### src/rtl/x9_pkg.sv
// x9_pkg: definitions shared by the X9 instruction encoder and the control
// decoder.
//   - INSTR_W: width of an X9 machine word ({opcode[8:4], operand[3:0]}).
//   - OP_*: opcode values for the 5-bit major field.
//   - enc_state_e: states of the program-loader encoder.
//   - is_legal_op(): returns 1 for opcodes that the decoder implements.
package x9_pkg;

  localparam int INSTR_W = 9;

  localparam logic [4:0] OP_ADD  = 5'b00000;
  localparam logic [4:0] OP_SUB  = 5'b00001;
  localparam logic [4:0] OP_AND  = 5'b00010;
  localparam logic [4:0] OP_LB   = 5'b00011;
  localparam logic [4:0] OP_SB   = 5'b00100;
  localparam logic [4:0] OP_OR   = 5'b00101;
  localparam logic [4:0] OP_XOR  = 5'b00110;
  localparam logic [4:0] OP_SLL  = 5'b00111;
  localparam logic [4:0] OP_SRL  = 5'b01000;
  localparam logic [4:0] OP_SRA  = 5'b01001;
  localparam logic [4:0] OP_BEQ  = 5'b01010;
  localparam logic [4:0] OP_BNE  = 5'b01011;
  localparam logic [4:0] OP_JMP  = 5'b01100;
  localparam logic [4:0] OP_RAND = 5'b01101;
  localparam logic [4:0] OP_ROR  = 5'b01110;
  localparam logic [4:0] OP_RXOR = 5'b01111;
  localparam logic [4:0] OP_MOVR = 5'b10000;
  localparam logic [4:0] OP_MOVI = 5'b11000;

  typedef enum logic [1:0] {
    IDLE  = 2'd0,
    RUN   = 2'd1,
    DRAIN = 2'd2
  } enc_state_e;

  // The whole 0xxxx range is ALU/memory/branch; only two codes exist above it.
  function automatic logic is_legal_op(input logic [4:0] op);
    return (op[4] == 1'b0) || (op == OP_MOVR) || (op == OP_MOVI);
  endfunction

endpackage

### src/rtl/x9_sync_fifo.sv
// x9_sync_fifo: single-clock FIFO holding encoded X9 words.
// Ports:
//   clk, rst   - clock and synchronous active-high reset (pointers only)
//   push,wdata - write request and word; ignored when full
//   pop, rdata - read request; rdata always shows the head word
//   full,empty - occupancy flags
// DEPTH must be a power of two and at least 2.
module x9_sync_fifo #(
  parameter int DATA_W = 9,
  parameter int DEPTH  = 4
) (
  input  logic              clk,
  input  logic              rst,
  input  logic              push,
  input  logic [DATA_W-1:0] wdata,
  input  logic              pop,
  output logic [DATA_W-1:0] rdata,
  output logic              full,
  output logic              empty
);

  localparam int PW = $clog2(DEPTH);

  logic [DATA_W-1:0] mem [DEPTH];
  // One extra pointer bit distinguishes full from empty when indices match.
  logic [PW:0]       wp;
  logic [PW:0]       rp;

  assign empty = (wp == rp);
  assign full  = (wp[PW] != rp[PW]) && (wp[PW-1:0] == rp[PW-1:0]);
  assign rdata = mem[rp[PW-1:0]];

  always_ff @(posedge clk) begin
    if (rst) begin
      wp <= '0;
      rp <= '0;
    end else begin
      if (push && !full)  wp <= wp + 1'b1;
      if (pop  && !empty) rp <= rp + 1'b1;
    end
  end

  always_ff @(posedge clk) begin
    if (push && !full) mem[wp[PW-1:0]] <= wdata;
  end

endmodule

### src/rtl/x9_instr_encoder.sv
// x9_instr_encoder: program loader that packs symbolic requests
// {opcode, operand} into 9-bit X9 words, buffers them and streams them into
// instruction memory at consecutive addresses starting at StartAddr.
// Ports:
//   Clk, Reset         - clock, synchronous active-high reset
//   Start, StartAddr   - begin a session (only honoured in IDLE)
//   InValid/InReady    - request handshake; InOp, InArg, InLast carry it
//   WrEn/WrAddr/WrData - registered instruction-memory write port
//   Busy, Done, Err    - session status (Err is sticky until Start/Reset)
//   Count              - words written in the current session
// Optional build macro: X9_ENC_LEGAL_CHECK_EN drops requests carrying
// undefined opcodes and flags Err.
module x9_instr_encoder
  import x9_pkg::*;
#(
  parameter int AW    = 8,
  parameter int DEPTH = 4,
  parameter int OPW   = 5
) (
  input  logic               Clk,
  input  logic               Reset,
  input  logic               Start,
  input  logic [AW-1:0]      StartAddr,
  input  logic               InValid,
  input  logic [OPW-1:0]     InOp,
  input  logic [3:0]         InArg,
  input  logic               InLast,
  output logic               InReady,
  output logic               WrEn,
  output logic [AW-1:0]      WrAddr,
  output logic [INSTR_W-1:0] WrData,
  output logic               Busy,
  output logic               Done,
  output logic               Err,
  output logic [AW:0]        Count
);

  enc_state_e         state;
  enc_state_e         state_nxt;
  logic [AW-1:0]      wr_ptr;
  logic [AW-1:0]      acc_ptr;
  logic               space_exhausted;
  logic               fifo_full;
  logic               fifo_empty;
  logic [INSTR_W-1:0] word_p0;
  logic [INSTR_W-1:0] head_p1;
  logic               accept;
  logic               op_ok;
  logic               push;
  logic               pop;
  logic               exhaust_err;
  logic               drain_done;

  assign word_p0 = {InOp, InArg};
  assign accept  = InValid && InReady;

`ifdef X9_ENC_LEGAL_CHECK_EN
  assign op_ok = is_legal_op(InOp);
`else
  assign op_ok = 1'b1;
`endif

  assign push = accept && op_ok;
  // Words only ever live in the FIFO during a session, so popping is gated by
  // state purely to make reset-to-IDLE stop the write stream immediately.
  assign pop  = !fifo_empty && (state != IDLE);

  // Sender keeps pushing after the last address was consumed: abandon input.
  assign exhaust_err = (state == RUN) && space_exhausted && InValid;
  // WrEn high means the final word is still on the write port this cycle.
  assign drain_done  = (state == DRAIN) && fifo_empty && !WrEn;

  // ---- stage p0 -> p1: request enters the buffer ----
  x9_sync_fifo #(
    .DATA_W (INSTR_W),
    .DEPTH  (DEPTH)
  ) u_fifo (
    .clk   (Clk),
    .rst   (Reset),
    .push  (push),
    .wdata (word_p0),
    .pop   (pop),
    .rdata (head_p1),
    .full  (fifo_full),
    .empty (fifo_empty)
  );

  always_ff @(posedge Clk) begin
    if (Reset) state <= IDLE;
    else       state <= state_nxt;
  end

  always_comb begin
    state_nxt = state;
    case (state)
      IDLE:    if (Start) state_nxt = RUN;
      RUN:     if ((accept && InLast) || exhaust_err) state_nxt = DRAIN;
      DRAIN:   if (drain_done) state_nxt = IDLE;
      default: state_nxt = IDLE;
    endcase
  end

  always_comb begin
    InReady = (state == RUN) && !fifo_full && !space_exhausted;
    Busy    = (state != IDLE);
    Done    = drain_done;
  end

  always_ff @(posedge Clk) begin
    if (Reset) begin
      wr_ptr          <= '0;
      acc_ptr         <= '0;
      space_exhausted <= 1'b0;
      Err             <= 1'b0;
      Count           <= '0;
    end else begin
      if ((state == IDLE) && Start) begin
        wr_ptr          <= StartAddr;
        acc_ptr         <= StartAddr;
        space_exhausted <= 1'b0;
        Err             <= 1'b0;
        Count           <= '0;
      end
      if (push) begin
        acc_ptr <= acc_ptr + 1'b1;
        // The word just accepted targets the top address: no room remains.
        if (acc_ptr == '1) space_exhausted <= 1'b1;
      end
      if (accept && !op_ok) Err <= 1'b1;
      if (exhaust_err)      Err <= 1'b1;
      if (pop) begin
        wr_ptr <= wr_ptr + 1'b1;
        Count  <= Count + 1'b1;
      end
    end
  end

  // ---- stage p1 -> p2: head word presented on the memory write port ----
  always_ff @(posedge Clk) begin
    if (Reset) begin
      WrEn   <= 1'b0;
      WrAddr <= '0;
      WrData <= '0;
    end else begin
      WrEn <= pop;
      if (pop) begin
        WrAddr <= wr_ptr;
        WrData <= head_p1;
      end
    end
  end

endmodule

### config.mk
export PLATFORM = sky130hd
export DESIGN_NAME = x9_instr_encoder
export DESIGN_NICKNAME = d
export VERILOG_FILES = /design/src/rtl/x9_pkg.sv /design/src/rtl/x9_sync_fifo.sv /design/src/rtl/x9_instr_encoder.sv
export SDC_FILE = /design/constraint.sdc
export NUM_CORES = 1
export LEC_CHECK = 0
export BUFFER_PORTS_ARGS = -buffer_cell sky130_fd_sc_hd__buf_4
export CORE_ASPECT_RATIO = 0.9
export CORE_MARGIN = 2
export CORE_UTILIZATION = 55
export CTS_CLUSTER_SIZE = 10
export DETAILED_ROUTE_END_ITERATION = 10
export HOLD_SLACK_MARGIN = 0.05
export PLACE_DENSITY = 0.73
export RECOVER_POWER = 50
export SLEW_MARGIN = 20
export SYNTH_ARGS = -nofsm -noshare
export SYNTH_HDL_FRONTEND = slang
export SYNTH_SLANG_ARGS = --single-unit
export TNS_END_PERCENT = 1
### constraint.sdc
create_clock -name Clk -period 2.2 [get_ports Clk]
set_input_delay 0.33 -clock Clk [delete_from_list [all_inputs] [get_ports Clk]]
set_output_delay 0.33 -clock Clk [all_outputs]
set_load 0.005 [all_outputs]
==> metrics.csv <==
metric;value;unit
grt_pass1_vias;3019;
remaining_drc_errors;0;
path_class;register to register;
synth_cells;368;
die_x;93.4;um
ys.flop_type;dfxtp_1;
maxSlewHeadroom;26.3;%
first_iter_violations;168;
path_buf_inv;1;
clockBufferDepth;2;
leakage;1.67;nW
clock_skew;7.00;ps
antennaDiodeCount;0;
area_delta_synth_final;18.3;%
core.rowCount;29;
synth_top_area_share;27.3;%
grt_pass1_wl;14500;um
setup_viol;0;
drv_cap;0;
cpPeakStageDelay;940;ps
start_util;56.5;%
min_period_over_period;96.3;%
tritoncts;yes;
ys_ff_latch;89;
hpwlAfterDp;6080;um
drv_slew;0;
syn_area;0.00395;mm^2
synth_cell_types;59;
clk_pin_slew;90;ps
antenna_left;0;
ys_warn_count;0;
clock_latency;360;ps
yosysSeqAreaShare;54.2;%
critPathArrivalTime;2430;ps
peakVddDrop;463;uV
async_flop_share;0;%
grt_overflow;0;
routed_wl;8760;um
antenna_found_initial;0;
yosysMostFrequentCell;nand2_1;
synth_edf_count;36;
slowest_stage;a311oi_1;
cp-start-kind;register;
cts_sinks;89;
synth_common_cells;60 x nand2_1, 53 x dfxtp_1, 36 x edfxtp_1;
status;completed;
port_buffers;52;
worst_slew_pin_slew;1100;ps
gp_congestion;0.822;
path_cells;buf_4, xnor2_4, a311oi_1, and3_1, a211o_1;
fin_crit;2120;ps
ys_top_cells_by_area;edfxtp_1 27%, dfxtp_1 27%, nand2_1 5.7%;
cpLargestDelayFamily;compound AO/OA/AOI/OAI gates;
drive_above_1_share;23.2;%
htree_levels;3;
firstDrtPassIters;5;
cp_max_fo;12;
hold_viol_final;0;
grt_max_degree;27;
dieArea;0.00788;mm^2
power.density;684;mW/mm^2
vias;3112;
hp-class;input port to register;
io_pins;53;
end_kind;register;
dieHeight;84.4;um
grt_setup_unrepaired;false;
vias_per_cell;5.94;
cts_root_buf;clkbuf_8;
finalNetCount;456;
synth_nets;398;
power;0.00320;W
synth_top_cell_by_area;edfxtp_1;
crit_required;2510;ps
hold_ws;229;ps
track_usage;23.6;%
fmax;472;MHz
core-area;0.00700;mm^2
numCtsBuffers;9;
tns;0;ps
post_drt_wl_per_cell;16.7;um
avgSynthCellArea;10.7;um^2
final timing paths:
kind / from / to / slack (ps) / cells after the start
worst max-delay path: u_fifo.rp[1] / Count[5] / 80 / 5
worst min-delay path: InArg[3] / u_fifo.mem[0][3] / 230 / 1
worst max register to register: u_fifo.rp[1] / Count[5] / 80 / 5
worst min register to register: WrData[7] / WrData[7] / 460 / 2
cells in the final DEF, fill, tap and decap left out, types with 9 or more instances in the layout:
cell type  Yosys  final
and3_1         9      9
mux4_2         9      9
buf_4          1     31
edfxtp_1      36     36
inv_1          8     10
a21oi_1       29     29
nand2_1       60     60
dfxtp_1       53     51
nand3_1       12     11
nor2_1        14     14
clkbuf_4       0     28
a31oi_1       11     11
clkbuf_1      15      9
clkbuf_8       0      9
sequential cells by signal, indices dropped and copies added, names as in the netlist, 2 cells and up:
signal	flops
u_fifo.mem	36
Count	9
WrData	9
WrAddr	8
acc_ptr	8
wr_ptr	8
u_fifo.rp	3
u_fifo.wp	3
state	2
logic make-up after synthesis:
group / after synthesis / share of synthesized area (%)
xor+xnor: 9 / 2.37
simple gates: 134 / 16.9
flops: 89 / 54.2
fa+ha+maj: 8 / 2.53
compound gates: 85 / 14.9
buf+inv: 31 / 3.16
mux: 12 / 5.98
routing by layer:
layer | vias up | global-route usage [%] | share of wire, %
li1 | 1505 | - | -
met4 | 0 | 6.15 | 1.0
met5 | - | 0 | 0
met2 | 104 | 38.7 | 49
met3 | 9 | 6.46 | 6.0
met1 | 1494 | 31.2 | 44
cell type report:
type                       instances  area, um^2
sequential                        89        2140
multi-input combinational        248        1720
inverter                          10        37.5
fill                             561        2330
tap                               93         116
clock buffer                       9         124
clock inverter                     7        55.1
timing repair buffer              68         477
repair_timing:
action / in CTS / in global routing
hold buffers: 0 / 0
setup buffers: 0 / 0
endpoints found under the setup margin: 2 / 2
resized for setup: 3 / 5
power by group:
| group | switching (W) | total (W) | internal, W |
|---|---|---|---|
| clock network | 0.000611 | 0.00103 | 0.000422 |
| registers | 0.0000503 | 0.00182 | 0.00177 |
| logic | 0.000199 | 0.000349 | 0.000150 |
| total | 0.000860 | 0.00320 | 0.00234 |
metrics by stage:
stage               util [%]  cell area, um^2  cells  setup slack, ps
floorplan                  -             3950    368              315
global placement        64.2             4490    508              144
detailed placement      64.2             4490    508             11.1
CTS                     67.1             4700    524            -1.08
global route            66.8             4680    524             10.6
finish                  66.8             4680    524             81.7
No activity file was read; power rests on OpenSTA's default activity.
